<file path="src/rtl/writer_pkg.sv">
// Shared definitions for the writeback stage.
//   op_t           : instruction class as decoded upstream
//   control_info_t : control word travelling with an instruction from execute
//                    into writeback (valid, write_rd, rd, pc, op, mem_byte_off)
//   is_load()      : true for the five load classes
package writer_pkg;

  localparam int XLEN_DEF  = 32;
  localparam int NREG_DEF  = 32;
  localparam int CNT_W_DEF = 32;

  typedef enum logic [3:0] {
    OP_ALU    = 4'd0,
    OP_LB     = 4'd1,
    OP_LH     = 4'd2,
    OP_LW     = 4'd3,
    OP_LBU    = 4'd4,
    OP_LHU    = 4'd5,
    OP_JAL    = 4'd6,
    OP_JALR   = 4'd7,
    OP_STORE  = 4'd8,
    OP_BRANCH = 4'd9
  } op_t;

  typedef struct packed {
    logic        valid;         // 0 = bubble
    logic        write_rd;      // instruction writes a destination register
    logic [4:0]  rd;            // destination register index
    logic [31:0] pc;            // word-addressed PC of the instruction
    op_t         op;            // instruction class
    logic [1:0]  mem_byte_off;  // low address bits of the memory access
  } control_info_t;

  function automatic logic is_load(input op_t op);
    return (op == OP_LB) || (op == OP_LH) || (op == OP_LW) ||
           (op == OP_LBU) || (op == OP_LHU);
  endfunction

endpackage

</file>
<file path="src/rtl/writer_load_formatter.sv">
// Combinational load-lane selection and extension.
//   word_i    : raw block-memory read word
//   is_lb_i / is_lh_i / is_lbu_i / is_lhu_i : load class flags (none set = lw)
//   off_i     : byte offset within the word
//   result_o  : formatted load value
// Halfword loads use only off_i[1]; a misaligned half is silently truncated
// to the containing aligned half.
module load_formatter #(
  parameter int XLEN = 32
) (
  input  logic [XLEN-1:0] word_i,
  input  logic            is_lb_i,
  input  logic            is_lh_i,
  input  logic            is_lbu_i,
  input  logic            is_lhu_i,
  input  logic [1:0]      off_i,
  output logic [XLEN-1:0] result_o
);

  logic [7:0]  byte_sel;
  logic [15:0] half_sel;

  assign byte_sel = word_i[{off_i, 3'b000} +: 8];
  assign half_sel = word_i[{off_i[1], 4'b0000} +: 16];

  always_comb begin
    result_o = word_i;
    if (is_lb_i) begin
      result_o = {{(XLEN-8){byte_sel[7]}}, byte_sel};
    end else if (is_lbu_i) begin
      result_o = {{(XLEN-8){1'b0}}, byte_sel};
    end else if (is_lh_i) begin
      result_o = {{(XLEN-16){half_sel[15]}}, half_sel};
    end else if (is_lhu_i) begin
      result_o = {{(XLEN-16){1'b0}}, half_sel};
    end
  end

endmodule

</file>
<file path="src/rtl/writer.sv">
// Writeback stage: selects the writeback value for the instruction coming
// out of execute, commits it into the architectural register file, keeps a
// one-entry forward register for the executer and counts retirements.
//   CLK, RSTN        : clock, asynchronous active-low reset
//   WRITER_ENABLED   : stage advance enable; low = every register holds
//   CTR_INFO         : control word of the instruction in writeback
//   EXEC_RD          : ALU result
//   MEMORY_OUT       : block-memory read word
//   REGISTER_FILE    : architectural registers, entry 0 is constant zero
//   FORWARDED_VAL    : value chosen on the last enabled cycle
//   FORWARD_RD       : destination of FORWARDED_VAL, 0 = nothing to forward
//   RETIRED_COUNT    : valid instructions retired, wraps
module writer
  import writer_pkg::*;
#(
  parameter int XLEN  = XLEN_DEF,
  parameter int NREG  = NREG_DEF,
  parameter int CNT_W = CNT_W_DEF
) (
  input  logic                       CLK,
  input  logic                       RSTN,
  input  logic                       WRITER_ENABLED,
  input  control_info_t              CTR_INFO,
  input  logic [XLEN-1:0]            EXEC_RD,
  input  logic [XLEN-1:0]            MEMORY_OUT,
  output logic [NREG-1:0][XLEN-1:0]  REGISTER_FILE,
  output logic [XLEN-1:0]            FORWARDED_VAL,
  output logic [4:0]                 FORWARD_RD,
  output logic [CNT_W-1:0]           RETIRED_COUNT
);

  logic [XLEN-1:0]  load_val;
  logic [XLEN-1:0]  result_d;
  logic             commit_en;
  logic [XLEN-1:0]  fwd_val_q;
  logic [4:0]       fwd_rd_q;
  logic [CNT_W-1:0] cnt_q;

  load_formatter #(.XLEN(XLEN)) u_fmt (
    .word_i   (MEMORY_OUT),
    .is_lb_i  (CTR_INFO.op == OP_LB),
    .is_lh_i  (CTR_INFO.op == OP_LH),
    .is_lbu_i (CTR_INFO.op == OP_LBU),
    .is_lhu_i (CTR_INFO.op == OP_LHU),
    .off_i    (CTR_INFO.mem_byte_off),
    .result_o (load_val)
  );

  always_comb begin
    result_d = EXEC_RD;
    if (is_load(CTR_INFO.op)) begin
      result_d = load_val;
    end else if ((CTR_INFO.op == OP_JAL) || (CTR_INFO.op == OP_JALR)) begin
      // PC is word addressed, so the link is simply the next word.
      result_d = XLEN'(CTR_INFO.pc) + XLEN'(1);
    end
  end

  // A real architectural write: enabled, valid, writes rd, and rd is not x0.
  assign commit_en = WRITER_ENABLED && CTR_INFO.valid && CTR_INFO.write_rd &&
                     (CTR_INFO.rd != 5'd0);

  // x0 is a constant, never a storage element.
  assign REGISTER_FILE[0] = '0;

  // Discrete registers rather than a RAM: the whole file is visible on the
  // ports and is cleared asynchronously.
  genvar gi;
  generate
    for (gi = 1; gi < NREG; gi++) begin : g_rf
      logic [XLEN-1:0] entry_q;
      always_ff @(posedge CLK or negedge RSTN) begin
        if (!RSTN) begin
          entry_q <= '0;
        end else if (commit_en && (CTR_INFO.rd == 5'(gi))) begin
          entry_q <= result_d;
        end
      end
      assign REGISTER_FILE[gi] = entry_q;
    end
  endgenerate

  always_ff @(posedge CLK or negedge RSTN) begin
    if (!RSTN) begin
      fwd_val_q <= '0;
      fwd_rd_q  <= '0;
      cnt_q     <= '0;
    end else if (WRITER_ENABLED) begin
      // Loaded every enabled cycle; FORWARD_RD=0 marks it as meaningless.
      fwd_val_q <= result_d;
      fwd_rd_q  <= commit_en ? CTR_INFO.rd : 5'd0;
      if (CTR_INFO.valid) begin
        cnt_q <= cnt_q + CNT_W'(1);
      end
    end
  end

  assign FORWARDED_VAL = fwd_val_q;
  assign FORWARD_RD    = fwd_rd_q;
  assign RETIRED_COUNT = cnt_q;

endmodule

</file>
<file path="config.mk">
export PLATFORM = sky130hd
export DESIGN_NAME = writer
export DESIGN_NICKNAME = d
export VERILOG_FILES = /design/src/rtl/writer_pkg.sv /design/src/rtl/writer_load_formatter.sv /design/src/rtl/writer.sv
export SDC_FILE = /design/constraint.sdc
export NUM_CORES = 2
export LEC_CHECK = 0
export BUFFER_PORTS_ARGS = -buffer_cell sky130_fd_sc_hd__buf_2
export CAP_MARGIN = 20
export CORE_AREA = 4 4 472 474
export CTS_BUF_LIST = sky130_fd_sc_hd__clkbuf_2 sky130_fd_sc_hd__clkbuf_4 sky130_fd_sc_hd__clkbuf_8
export CTS_CLUSTER_DIAMETER = 100
export CTS_CLUSTER_SIZE = 12
export DETAILED_ROUTE_END_ITERATION = 10
export DIE_AREA = 0 0 476 478
export PLACE_DENSITY_LB_ADDON = 0.3
export SETUP_SLACK_MARGIN = 0.02
export SKIP_LAST_GASP = 1
export SLEW_MARGIN = 30
export SYNTH_ARGS = -nofsm -noshare
export SYNTH_HDL_FRONTEND = slang
export SYNTH_SLANG_ARGS = --single-unit
</file>
<file path="constraint.sdc">
create_clock -name CLK -period 3.15 [get_ports CLK]
set_input_delay 0.4725 -clock CLK [delete_from_list [all_inputs] [get_ports CLK]]
set_output_delay 0.4725 -clock CLK [all_outputs]
set_load 0.005 [all_outputs]
</file>
==> out/summary.txt <==
run status = complete, no violations
worst vdd ir = 0.346 mV
total length of routed wires = 232 mm
layout cells sized above 1 = 32.4%
Die X = 476 um
Final Worst Setup Slack = 0.807 ns
Synth Register Bits = 1061
most frequent cells in the layout = 1171 x buf_2, 1061 x dfrtp_1, 679 x nand2_1
r2r endpoint = RETIRED_COUNT[28]$_DFFE_PN0N_
final setup fails = 0
CTS tree = done
DR iter-0 viols = 3185
Hold Fails Final Rpt = 0
site row count = 172
post-CTS setup buffer count = 0
max_slew headroom = 42.7%
Post-synth EDFFs = 0
Syn Inst Count = 4207
first-pass GRT wire length = 317 mm
Total Routing Usage GR = 19.7%
ys async rst share = 100%
Max Clk Rate = 427 MHz
synth unique cells = 67
Die H = 478 um
vias = 38400
arrival time of the worst setup path = 3.11 ns
Hold Crit Depth = 3
DP HPWL = 170 mm
post-route cell area = 0.0565 mm2
Ys Warns = 0
Leak = 27.3 nW
max cap viols = 0
total core area = 0.219 mm2
gpl congestion = 0.856
worst r2r path cells = 5
number of I/O pins = 1205
CTS Buf Count = 104
clk_lat worst skew = 0.83 ns
end of the critical path = g_rf[17].entry_q[29]$_DFFE_PN0P_
Sink Count = 1061
Placement Setup Slack = 0.0585 ns
Crit. End Element = flip-flop
Resize count post-CTS = 0
die area = 0.228 mm2
register area share after synthesis = 62.0%
DR DRC count = 0
critical path class = in2reg
Crit. Startpoint = CTR_INFO[38]
Critical Path Start Type = input port
setup TNS = 0 ns
Worst Skew = 0.00785 ns
Routed wire per std cell = 28.0 um
PwrDens = 536 mW/mm2
Avg Synthesized Cell Area = 10.2 um2
initial antenna violation count = 53
CP required = 3.92 ns
Primary FF master, synth = dfrtp_1
Clock Path Buffers = 3
maximum number of pins on one net before global-route repair = 91
Hold WC Path Type = in2reg
root buf cell = clkbuf_8
RSZ-0062 raised after global routing = false
reg2reg start = RETIRED_COUNT[6]$_DFFE_PN0N_
Reg clk slew, reported paths = 0.10 ns
TritonRoute pass-1 iters = 6
cts hold-fix bufs = 9
Worst path max stage delay = 0.57 ns
grt total ovfl = 0
Initial Utilization = 19.6%
slowest CP cell = dlygate4sd3_1
Post-DRT Antenna Nets = 0
fin nets = 5431
Mapped Area = 0.0428 mm2
Tcrit/Tclk final = 74.4%
min cycle time layout = 2.34 ns
Post-DP Area = 0.0545 mm2
Worst path most repeated cell = buf_4
Via density = 4.62
Final Max Slew Viols = 0
Layout area overhead = 31.9%
Worst Path Max Fanout = 22
crit-path cells = dlygate4sd3_1, buf_2, buf_4, nor2b_1, buf_4, nand2_1, nor3_2, buf_4, nor2_1, a41oi_1
reg2reg setup slack = 1.03 ns
commonest non-fill, non-tap cell in the layout = buf_2
worst slew pin tran = 0.860 ns
number of H-tree levels = 3
vias in the first global route = 38200
PortBufs = 1172
Util after Layout = 25.8%
cells by family (layout without fill, tap and decap cells):
| logic type | Yosys count | after routing | share of synthesized area (%) |
|---|---|---|---|
| xor+xnor | 37 | 37 | 0.757 |
| simple gates | 1463 | 1463 | 14.4 |
| mux | 19 | 19 | 0.707 |
| other cells | 1 | 132 | 0.00876 |
| buf+inv | 478 | 1574 | 4.62 |
| flops | 1061 | 1061 | 62.0 |
| fa+ha+maj | 2 | 2 | 0.0584 |
| compound gates | 1146 | 1146 | 17.4 |
where the power goes:
group | total (W) | internal (W) | switching, W
Combinational | 0.00592 | 0.00225 | 0.00367
Clock | 0.00832 | 0.00321 | 0.00510
Sequential | 0.0161 | 0.0151 | 0.000966
stage by stage:
| step | hold WS (ns) | cells | total power [W] |
|---|---|---|---|
| final | 0.158 | 8305 | 0.0303 |
| after global routing | 0.124 | 8299 | 0.0319 |
| after CTS | 0.0213 | 8205 | 0.0307 |
| after detailed placement | 0.456 | 8073 | 0.0223 |
| after global placement | 0.452 | 8070 | 0.0222 |
| after floorplan | 0.177 | 4238 | 0.0183 |
how the worst min path moves through the flow:
| stage | start | end |
|---|---|---|
| global placement | g_rf[6].entry_q[27]$_DFFE_PN0P_ | g_rf[6].entry_q[27]$_DFFE_PN0P_ |
| CTS | EXEC_RD[14] | g_rf[4].entry_q[14]$_DFFE_PN0P_ |
| finish | EXEC_RD[14] | g_rf[4].entry_q[14]$_DFFE_PN0P_ |
| detailed placement | g_rf[23].entry_q[27]$_DFFE_PN0P_ | g_rf[23].entry_q[27]$_DFFE_PN0P_ |
| global route | EXEC_RD[0] | FORWARDED_VAL[0]$_DFFE_PN0P_ |
| floorplan | RSTN | FORWARDED_VAL[0]$_DFFE_PN0P_ |
area by class of cell:
cell class / count / area [um2]
Antenna cell: 100 / 250
Clock buffer: 108 / 1480
Clock inverter: 15 / 188
Fill cell: 23700 / 162000
Inverter: 22 / 82.6
Multi-Input combinational cell: 2699 / 15200
Sequential cell: 1061 / 26600
Tap cell: 2871 / 3590
Timing Repair Buffer: 1429 / 9140
flip-flops by register name, summed over array words and instances, names as in the netlist:
signal and flops:
FORWARD_RD 5, FORWARDED_VAL 32, g_rf.entry_q 992, RETIRED_COUNT 32
cells in the mapped netlist (4+ instances only):
cell type  instances  area [um2]
and2_1             6        37.5
o2bb2ai_1         12         105
o22ai_1            6        37.5
mux2_2            10         113
and4_1            12         105
or3_1             12        75.1
a31oi_1          137         857
nand4_1           15        93.8
or2_2              8        50.1
xnor2_1           23         201
nor4_1             9        56.3
nand3b_1           4        30.0
o31ai_1          266        2000
buf_1              9        33.8
nor2_1           474        1780
or4_1             30         225
nand2b_1           6        37.5
o211ai_1          36         270
mux4_2             8         180
xor2_1            14         123
nand2_1          682        2560
o21ai_0          277        1390
nor3_1            22         110
dfrtp_1         1061       26600
and3_1             5        31.3
o21a_1             8        60.1
buf_2             32         160
o21ai_1            6        30.0
a41oi_1           65         569
buf_4             32         240
a21oi_1          206        1030
o31a_1             6        52.6
clkbuf_1         380        1430
nor2b_1           10        62.6
o21ba_2            4        40.0
nand3_1          154         771
inv_1             21        78.8
o21ai_2           30         263
o41ai_1           64         561
metal layers:
| metal | up-vias | GRT usage, % | wire length (um) |
|---|---|---|---|
| li1 | 16900 | - | - |
| met3 | 312 | 5.33 | 20000 |
| met2 | 1770 | 32.4 | 109000 |
| met5 | - | 0 | 0 |
| met4 | 0 | 9.09 | 11100 |
| met1 | 19300 | 23.9 | 92700 |
worst max-delay path: cells and delay by family:
family                 cells  cell delay, ns
AO/OA/AOI/OAI              1            0.17
buffers and inverters      5            1.62
AND/OR/NAND/NOR            4            0.79
Note: power is estimated with default switching activity, not from simulation.
